==> src/rtl/temp_pkg.sv <==
`default_nettype none
// ============================================================================
// Module   : temp_pkg
// Brief    : Shared types and constants for the temperature BCD converter.
// Revision : 1.0 - initial release
// ============================================================================
package temp_pkg;

  typedef logic [3:0] bcd_digit_t;

  typedef enum logic [1:0] {
    IDLE  = 2'd0,
    ABS   = 2'd1,
    SHIFT = 2'd2,
    DONE  = 2'd3
  } conv_state_t;

  localparam int BCD_MAX    = 999;
  localparam int NUM_DIGITS = 3;

endpackage
`default_nettype wire

==> src/rtl/bcd_add3.sv <==
`default_nettype none
// ============================================================================
// Module   : bcd_add3
// Brief    : Double-dabble digit correction, adds 3 to any digit >= 5.
// Revision : 1.0 - initial release
// ============================================================================
module bcd_add3 (
  input  logic [3:0] in,
  output logic [3:0] out
);

  assign out = (in >= 4'd5) ? (in + 4'd3) : in;

endmodule
`default_nettype wire

==> src/rtl/temp_bcd_conv.sv <==
`default_nettype none
// ============================================================================
// Module   : temp_bcd_conv
// Brief    : Sequential signed-binary to sign + 3-digit BCD converter
//            (shift-and-add-3). Saturation at 999 is built only when
//            TEMP_CONV_SAT_EN is defined.
// Revision : 1.0 - initial release
// ============================================================================
module temp_bcd_conv
  import temp_pkg::*;
#(
  parameter int W = 11
) (
  input  logic         clk,
  input  logic         rst,
  input  logic         start,
  input  logic [W-1:0] value,
  output logic         busy,
  output logic         done,
  output logic [3:0]   temp_value_ones,
  output logic [3:0]   temp_value_tens,
  output logic [3:0]   temp_value_huns,
  output logic         temp_value_sign,
  output logic         ovf
);

  localparam int CW = $clog2(W + 1);
  localparam int SW = 4 * NUM_DIGITS;

  conv_state_t     r_state;
  logic [W-1:0]    r_sample;
  logic [W-1:0]    r_mag;
  logic [SW-1:0]   r_scratch;
  logic [CW-1:0]   r_count;
  logic            r_sign;
  logic [W-1:0]    w_abs;
  logic [SW-1:0]   w_adj;

  // Negating -2^(W-1) wraps to itself, which reads correctly as unsigned 2^(W-1)
  assign w_abs = r_sample[W-1] ? (-r_sample) : r_sample;

  for (genvar gi = 0; gi < NUM_DIGITS; gi++) begin : g_digit
    bcd_add3 u_add3 (
      .in  (r_scratch[4*gi +: 4]),
      .out (w_adj[4*gi +: 4])
    );
  end

`ifdef TEMP_CONV_SAT_EN
  logic r_over;
`else
  assign ovf = 1'b0;
`endif

  always_ff @(posedge clk) begin
    if (rst) begin
      r_state         <= IDLE;
      r_sample        <= '0;
      r_mag           <= '0;
      r_scratch       <= '0;
      r_count         <= '0;
      r_sign          <= 1'b0;
      busy            <= 1'b0;
      done            <= 1'b0;
      temp_value_ones <= '0;
      temp_value_tens <= '0;
      temp_value_huns <= '0;
      temp_value_sign <= 1'b0;
`ifdef TEMP_CONV_SAT_EN
      r_over          <= 1'b0;
      ovf             <= 1'b0;
`endif
    end else begin
      done <= 1'b0;
      case (r_state)
        IDLE: begin
          busy <= 1'b0;
          if (start) begin
            r_sample <= value;
            r_state  <= ABS;
          end
        end
        ABS: begin
          busy      <= 1'b1;
          // A negative sample is never zero, so the MSB alone gives a sign without negative zero
          r_sign    <= r_sample[W-1];
          r_mag     <= w_abs;
          r_scratch <= '0;
          r_count   <= CW'(W);
`ifdef TEMP_CONV_SAT_EN
          r_over    <= (32'(w_abs) > 32'(BCD_MAX));
`endif
          r_state   <= SHIFT;
        end
        SHIFT: begin
          // Carry out of the hundreds digit falls off, leaving magnitude mod 1000
          r_scratch <= {w_adj[SW-2:0], r_mag[W-1]};
          r_mag     <= {r_mag[W-2:0], 1'b0};
          r_count   <= r_count - 1'b1;
          if (r_count == CW'(1)) begin
            r_state <= DONE;
          end
        end
        DONE: begin
          done            <= 1'b1;
          temp_value_sign <= r_sign;
`ifdef TEMP_CONV_SAT_EN
          ovf             <= r_over;
          if (r_over) begin
            temp_value_huns <= 4'd9;
            temp_value_tens <= 4'd9;
            temp_value_ones <= 4'd9;
          end else begin
            temp_value_huns <= r_scratch[11:8];
            temp_value_tens <= r_scratch[7:4];
            temp_value_ones <= r_scratch[3:0];
          end
`else
          temp_value_huns <= r_scratch[11:8];
          temp_value_tens <= r_scratch[7:4];
          temp_value_ones <= r_scratch[3:0];
`endif
          r_state         <= IDLE;
        end
        default: r_state <= IDLE;
      endcase
    end
  end

endmodule
`default_nettype wire

==> config.mk <==
export PLATFORM = sky130hd
export DESIGN_NAME = temp_bcd_conv
export DESIGN_NICKNAME = d
export VERILOG_FILES = /design/src/rtl/temp_pkg.sv /design/src/rtl/bcd_add3.sv /design/src/rtl/temp_bcd_conv.sv
export SDC_FILE = /design/constraint.sdc
export NUM_CORES = 1
export LEC_CHECK = 0
export BUFFER_PORTS_ARGS = -buffer_cell sky130_fd_sc_hd__clkbuf_2
export CORE_MARGIN = 1.5
export CORE_UTILIZATION = 36
export DETAILED_ROUTE_END_ITERATION = 10
export PLACE_DENSITY = 0.54
export SLEW_MARGIN = 40
export SYNTH_ARGS = -nofsm -noshare
export SYNTH_HDL_FRONTEND = slang
export SYNTH_SLANG_ARGS = --single-unit
==> constraint.sdc <==
create_clock -name clk -period 1.8 [get_ports clk]
set_input_delay 0.36 -clock clk [delete_from_list [all_inputs] [get_ports clk]]
set_output_delay 0.36 -clock clk [all_outputs]
set_load 0.005 [all_outputs]
* Yosys cells after proc, flatten, opt, wreduce, memory -nomap -nowiden *
Index checks and enable logic that the tools add are counted.

cells by class
  add/sub/neg operators = 5
  $mul = 0
  div/mod/pow operators = 0
  magnitude comparators = 3
  equality and inequality tests = 6
  shifts and indexed selects = 0
  multiplexer cells = 12
  bitwise gates (word level) = 0
  reduce and logical (&&, ||, !) cells = 5

operators with widths
  operator             number
  $pmux 12 s2          1
  $pmux 11 s2          1
  $ge 4x3->1 const B   3
  $mux 11              1
  $neg 11->11          1
  $add 4x2->4 const B  2
  $mux 4               2
  $pmux 2 s4           1
  $pmux 4 s2           1
  $eq 2x2->1 const B   2
  $eq 4x1->1 const B   1
  $mux 2               2
  $ne 2x2->1 const B   2
  $reduce_and 2->1     2
  $reduce_bool 2->1    2
  $sub 4x1->4 const B  1
  $add 3x2->3 const B  1
  $mux 3               1
  $eq 2x1->1 const B   1
  $logic_not 2->1      1
  $pmux 1 s2           1
  $mux 1               1

storage, ports and cells
  register bits = 56
  bits in latches = 0
  RAM bits = 0
  bits in read-only memories = 0
  input bits = 14
  output and inout bits = 16
  logic and storage cells = 43
  memories kept = 0

* Depth between registers and ports, before layout *
  depth in word-level cells = 3
  gate-level depth with buffers = 8

* By module *
From an unflattened synthesis, not the netlist that was laid out.

unflattened totals
  cells, all modules = 344
  area total of the unflattened synthesis = 2817.7 µm²

modules (own cells, without submodules)
  module         instances  cells an instance  area an instance (µm²)  seq. area each (µm²)
  temp_bcd_conv  1          296                2513.7                  1121.1
  bcd_add3       3          16                 101.3                   0.0

* Worst setup path before layout *
No wires, ideal clock.

  kind = flip-flop to flip-flop
  from = reg r_state[0]
  to = reg r_mag[5]
  arrival = 1.515 ns
  path slack = 0.141 ns
  cell stages (with the launch flop) = 8
  path buffers = 1
  period minus slack after synthesis = 1.659 ns
  cells stage by stage = dfxtp_1 > inv_1 > ha_1 > clkbuf_1 > inv_2 > or3_1 > mux2i_1 > a311oi_1

on the way
  longest elaborated chain between the ends = 2
  elaborated cells between the ends (all ways) = 4
  those cells by class = eq/ne: 2; mux: 1; reduce/logical: 1

ends and longest elaborated chain
  what                                                     line                 text
  start: declaration                                       temp_bcd_conv.sv:30  conv_state_t r_state;
  start signal: assignment                                 temp_bcd_conv.sv:57  r_state <= IDLE;
  start signal: assignment                                 temp_bcd_conv.sv:80  r_state <= ABS;
  start signal: assignment                                 temp_bcd_conv.sv:93  r_state <= SHIFT;
  $eq 2x2->1 / $eq 2x1->1 (equally long branches)          temp_bcd_conv.sv:75  case (r_state)
  $pmux 11 s2 / $reduce_bool 2->1 (equally long branches)  -
  end signal: assignment                                   temp_bcd_conv.sv:87  r_mag <= w_abs;
  end signal: assignment                                   temp_bcd_conv.sv:98  r_mag <= {r_mag[W-2:0], 1'b0};
  end: declaration                                         temp_bcd_conv.sv:32  logic [W-1:0] r_mag;

Several ways; a longest one is shown, not always the timed one.
A chain may end at the register's enable or synchronous reset.

* Worst setup path in the final report *
  from = reg r_state[1]
  to = reg r_scratch[7]

on the way
  longest elaborated chain between the ends = 2
  elaborated cells between the ends (all ways) = 4
  those cells by class = eq/ne: 2; mux: 1; reduce/logical: 1

ends and longest elaborated chain
  what                                                     line                 text
  $eq 2x2->1 / $eq 2x1->1 (equally long branches)          temp_bcd_conv.sv:75
  $pmux 12 s2 / $reduce_bool 2->1 (equally long branches)  -
  end signal: assignment                                   temp_bcd_conv.sv:97  r_scratch <= {w_adj[SW-2:0], r_mag[W-1]};
  end: declaration                                         temp_bcd_conv.sv:33  logic [SW-1:0] r_scratch;

Several ways; a longest one is shown, not always the timed one.

==> out/metrics.cfg <==
[setup_path]
r2r_end = r_scratch[7]
reg2reg_slack_ns = 0.13
cp.depth = 8
path_max_fanout = 8
arrival_ns = 1.87
slowest_delay_ns = 0.39
r2r-start = r_state[1]
path_cells = inv_1 -> ha_1 -> inv_2 -> buf_4 -> nor2_1 -> buf_4 -> a32oi_1 -> nor2_1
worst_ep_required_time_ns = 2.01
end_kind = flop
slowest_stage = dfxtp_1
reg2reg_depth = 8
cp_top_family = buffers and inverters
crit_start = r_state[1]
cp_num_buf_inv = 4
path_class = reg2reg
critPathLaunchType = flop

[drt]
ant_nets = 0
drc_errors = 0
avgRoutedWirePerCell_um = 12.72
routed_wirelength_um = 5558
routed_via_density = 4.920
first_pass_iters = 4
vias = 2150
drt-initial-drc-count = 78

[sta]
min_period_over_period_pct = 92.50
fmax_ghz = 0.6006
period_needed_ns = 1.665
finClkSkew_ns = 0.01080
hold_viol_final = 0
setup_viol = 0
fin_ws_ns = 0.1350
worst_slew_pin_slew_ns = 0.5164
slew_viol_final = 0
setup_tns_ns = 0
slew_headroom_pct = 65.25
whs_ns = 0.2622
rsz0062_at_grt = false

[outcome]
status = finished clean

[floorplan]
core_um2 = 7214
ios = 30
die_y_um = 88.98
num_rows = 31
dieWidth_um = 88.98
initial_core_util_pct = 36.89
dieArea_um2 = 7917

[final_layout]
nets = 366
final_cell_mix = 56 x dfxtp_1, 30 x nand2_1, 29 x nor2_1
drive_gt1_share_pct = 17.46
syn_to_final_growth_pct = 18.15
fin_cells = 437
fin_util_pct = 43.58
diodes = 0
final_common_cell = dfxtp_1

[yosys]
syn_nets = 331
synth_enable_flop_cells = 0
synth-seq-cells = 56
syn_inst = 303
ys_seq_area_share_pct = 42.13
yosys_warnings = 0
netlist_area_um2 = 2661
avgSynthCellArea_um2 = 8.783
async_reset_ff_share_pct = 0
synthDistinctLibCells = 44
synth-main-ff-cell = dfxtp_1

[grt]
grt_pass1_vias = 1986
antenna_found_initial = 0
grt.total_usage_pct = 15.51
grt_max_degree = 45
grt_first_pass_wirelength_um = 9515
grt_overflow = 0

[place]
port_buffers = 28
place_congestion = 0.7901
dp_worst_setup_slack_ns = 0.1066
dp.cells = 430
dpl.hpwl_um = 3943

[clocking]
cts_max_path_buffers = 2
clk_latency_ns = 0.31
cts_tree = built
htree_levels = 2
clkTransAtPathRegs_ns = 0.10
cts_buffers = 5
cts_root_buf = clkbuf_8
clkSinkCount = 56

[power]
peakVddDrop_v = 0.0005042
powerDensity_nw_per_um2 = 1202
leakagePower_nw = 1.253

[run]
maxCapViolCount = 0

[min_path]
hp-class = in2reg
hold_depth = 3
worstHoldEndpoint = r_sample[6]
hold_start = value[6]

[worst max-delay path by stage]
stage,slack (ns),endpoint
2_1_floorplan,0.14,r_mag[5]
3_3_place_gp,0.13,r_mag[9]
3_5_place_dp,0.11,r_mag[9]
4_1_cts,0.09,r_mag[9]
5_1_grt,0.0003,r_scratch[7]
6_report,0.13,r_scratch[7]
[flip-flops by register name, summed over array words and instances (netlist names)]
register,count
r_scratch,12
r_mag,11
r_sample,11
r_count,4
temp_value_huns,4
temp_value_ones,4
temp_value_tens,4
r_state,2
busy,1
done,1
r_sign,1
temp_value_sign,1
[worst register-to-register path, cell delays in order, from the launching register on]
cell	delay, ns
dfxtp_1	0.39
inv_1	0.09
ha_1	0.31
inv_2	0.15
buf_4	0.16
nor2_1	0.05
buf_4	0.15
a32oi_1	0.20
nor2_1	0.05
[Yosys cell counts (3+ instances only)]
master    instances  area, um^2
o21ai_0           5       25.02
a211oi_1          5       37.54
and3_1            3       18.77
nand2b_1          6       37.54
a22o_1            6       52.55
mux2i_1          21       210.2
nor2b_1           5       31.28
inv_1            16       60.06
nor2_1           29       108.9
nand3_1           4       20.02
xnor2_1           8       70.07
dfxtp_1          56        1121
nor3_1            6       30.03
nand2_1          30       112.6
a32oi_1           5       43.79
a21oi_1          24       120.1
o21ai_1           4       20.02
o31ai_1           4       30.03
or3_1             4       25.02
ha_1             14       175.2
clkbuf_1         14       52.55
[timing repair]
item,CTS,global route
hold buffers,0,0
endpoints found under the setup margin,0,7
gates resized for setup,0,2
buffers inserted,0,0
[layout make-up]
cell class	count	area [um^2]
well taps	99	123.9
multi-input cells	211	1415
clock inverters	2	60.06
flip-flops and latches	56	1121
repair buffers	46	287.8
fillers	757	4070
clock buffers	5	68.82
inverters	18	67.56
[routing by layer]
| metal | wire length, um | up-vias | GRT usage, % | part of all wire, % |
|---|---|---|---|---|
| met5 | 0 | - | 0 | 0 |
| met4 | 82 | 0 | 5.035 | 1.5 |
| met3 | 140 | 10 | 3.509 | 2.5 |
| met2 | 2446 | 22 | 23.62 | 44 |
| met1 | 2888 | 1000 | 21.81 | 52 |
| li1 | - | 1118 | - | - |
[where the power goes]
group,leakage (nW),internal (W),switching [W],total (W)
registers,0.455,0.00140,0.000116,0.00151
logic,0.734,0.000564,0.000749,0.00131
clock network,0.0642,0.000548,0.000405,0.000952
[logic make-up after synthesis]
kind of cell	synth area share, %
AO/OA/AOI/OAI	17.07
XOR/XNOR	3.291
adder cells (fa/ha/maj)	6.582
buffers and inverters	5.313
flip-flops	42.13
multiplexers	7.898
other	0.1409
AND/OR/NAND/NOR	17.58
[per-stage QoR]
stage	area [um^2]	power (W)
detailed placement	2999	0.002847
global placement	2999	0.002826
global route	3144	0.004068
floorplan	2661	0.002421
CTS	3128	0.003812
finish	3144	0.003779
Note: power is estimated with default switching activity, not from simulation.
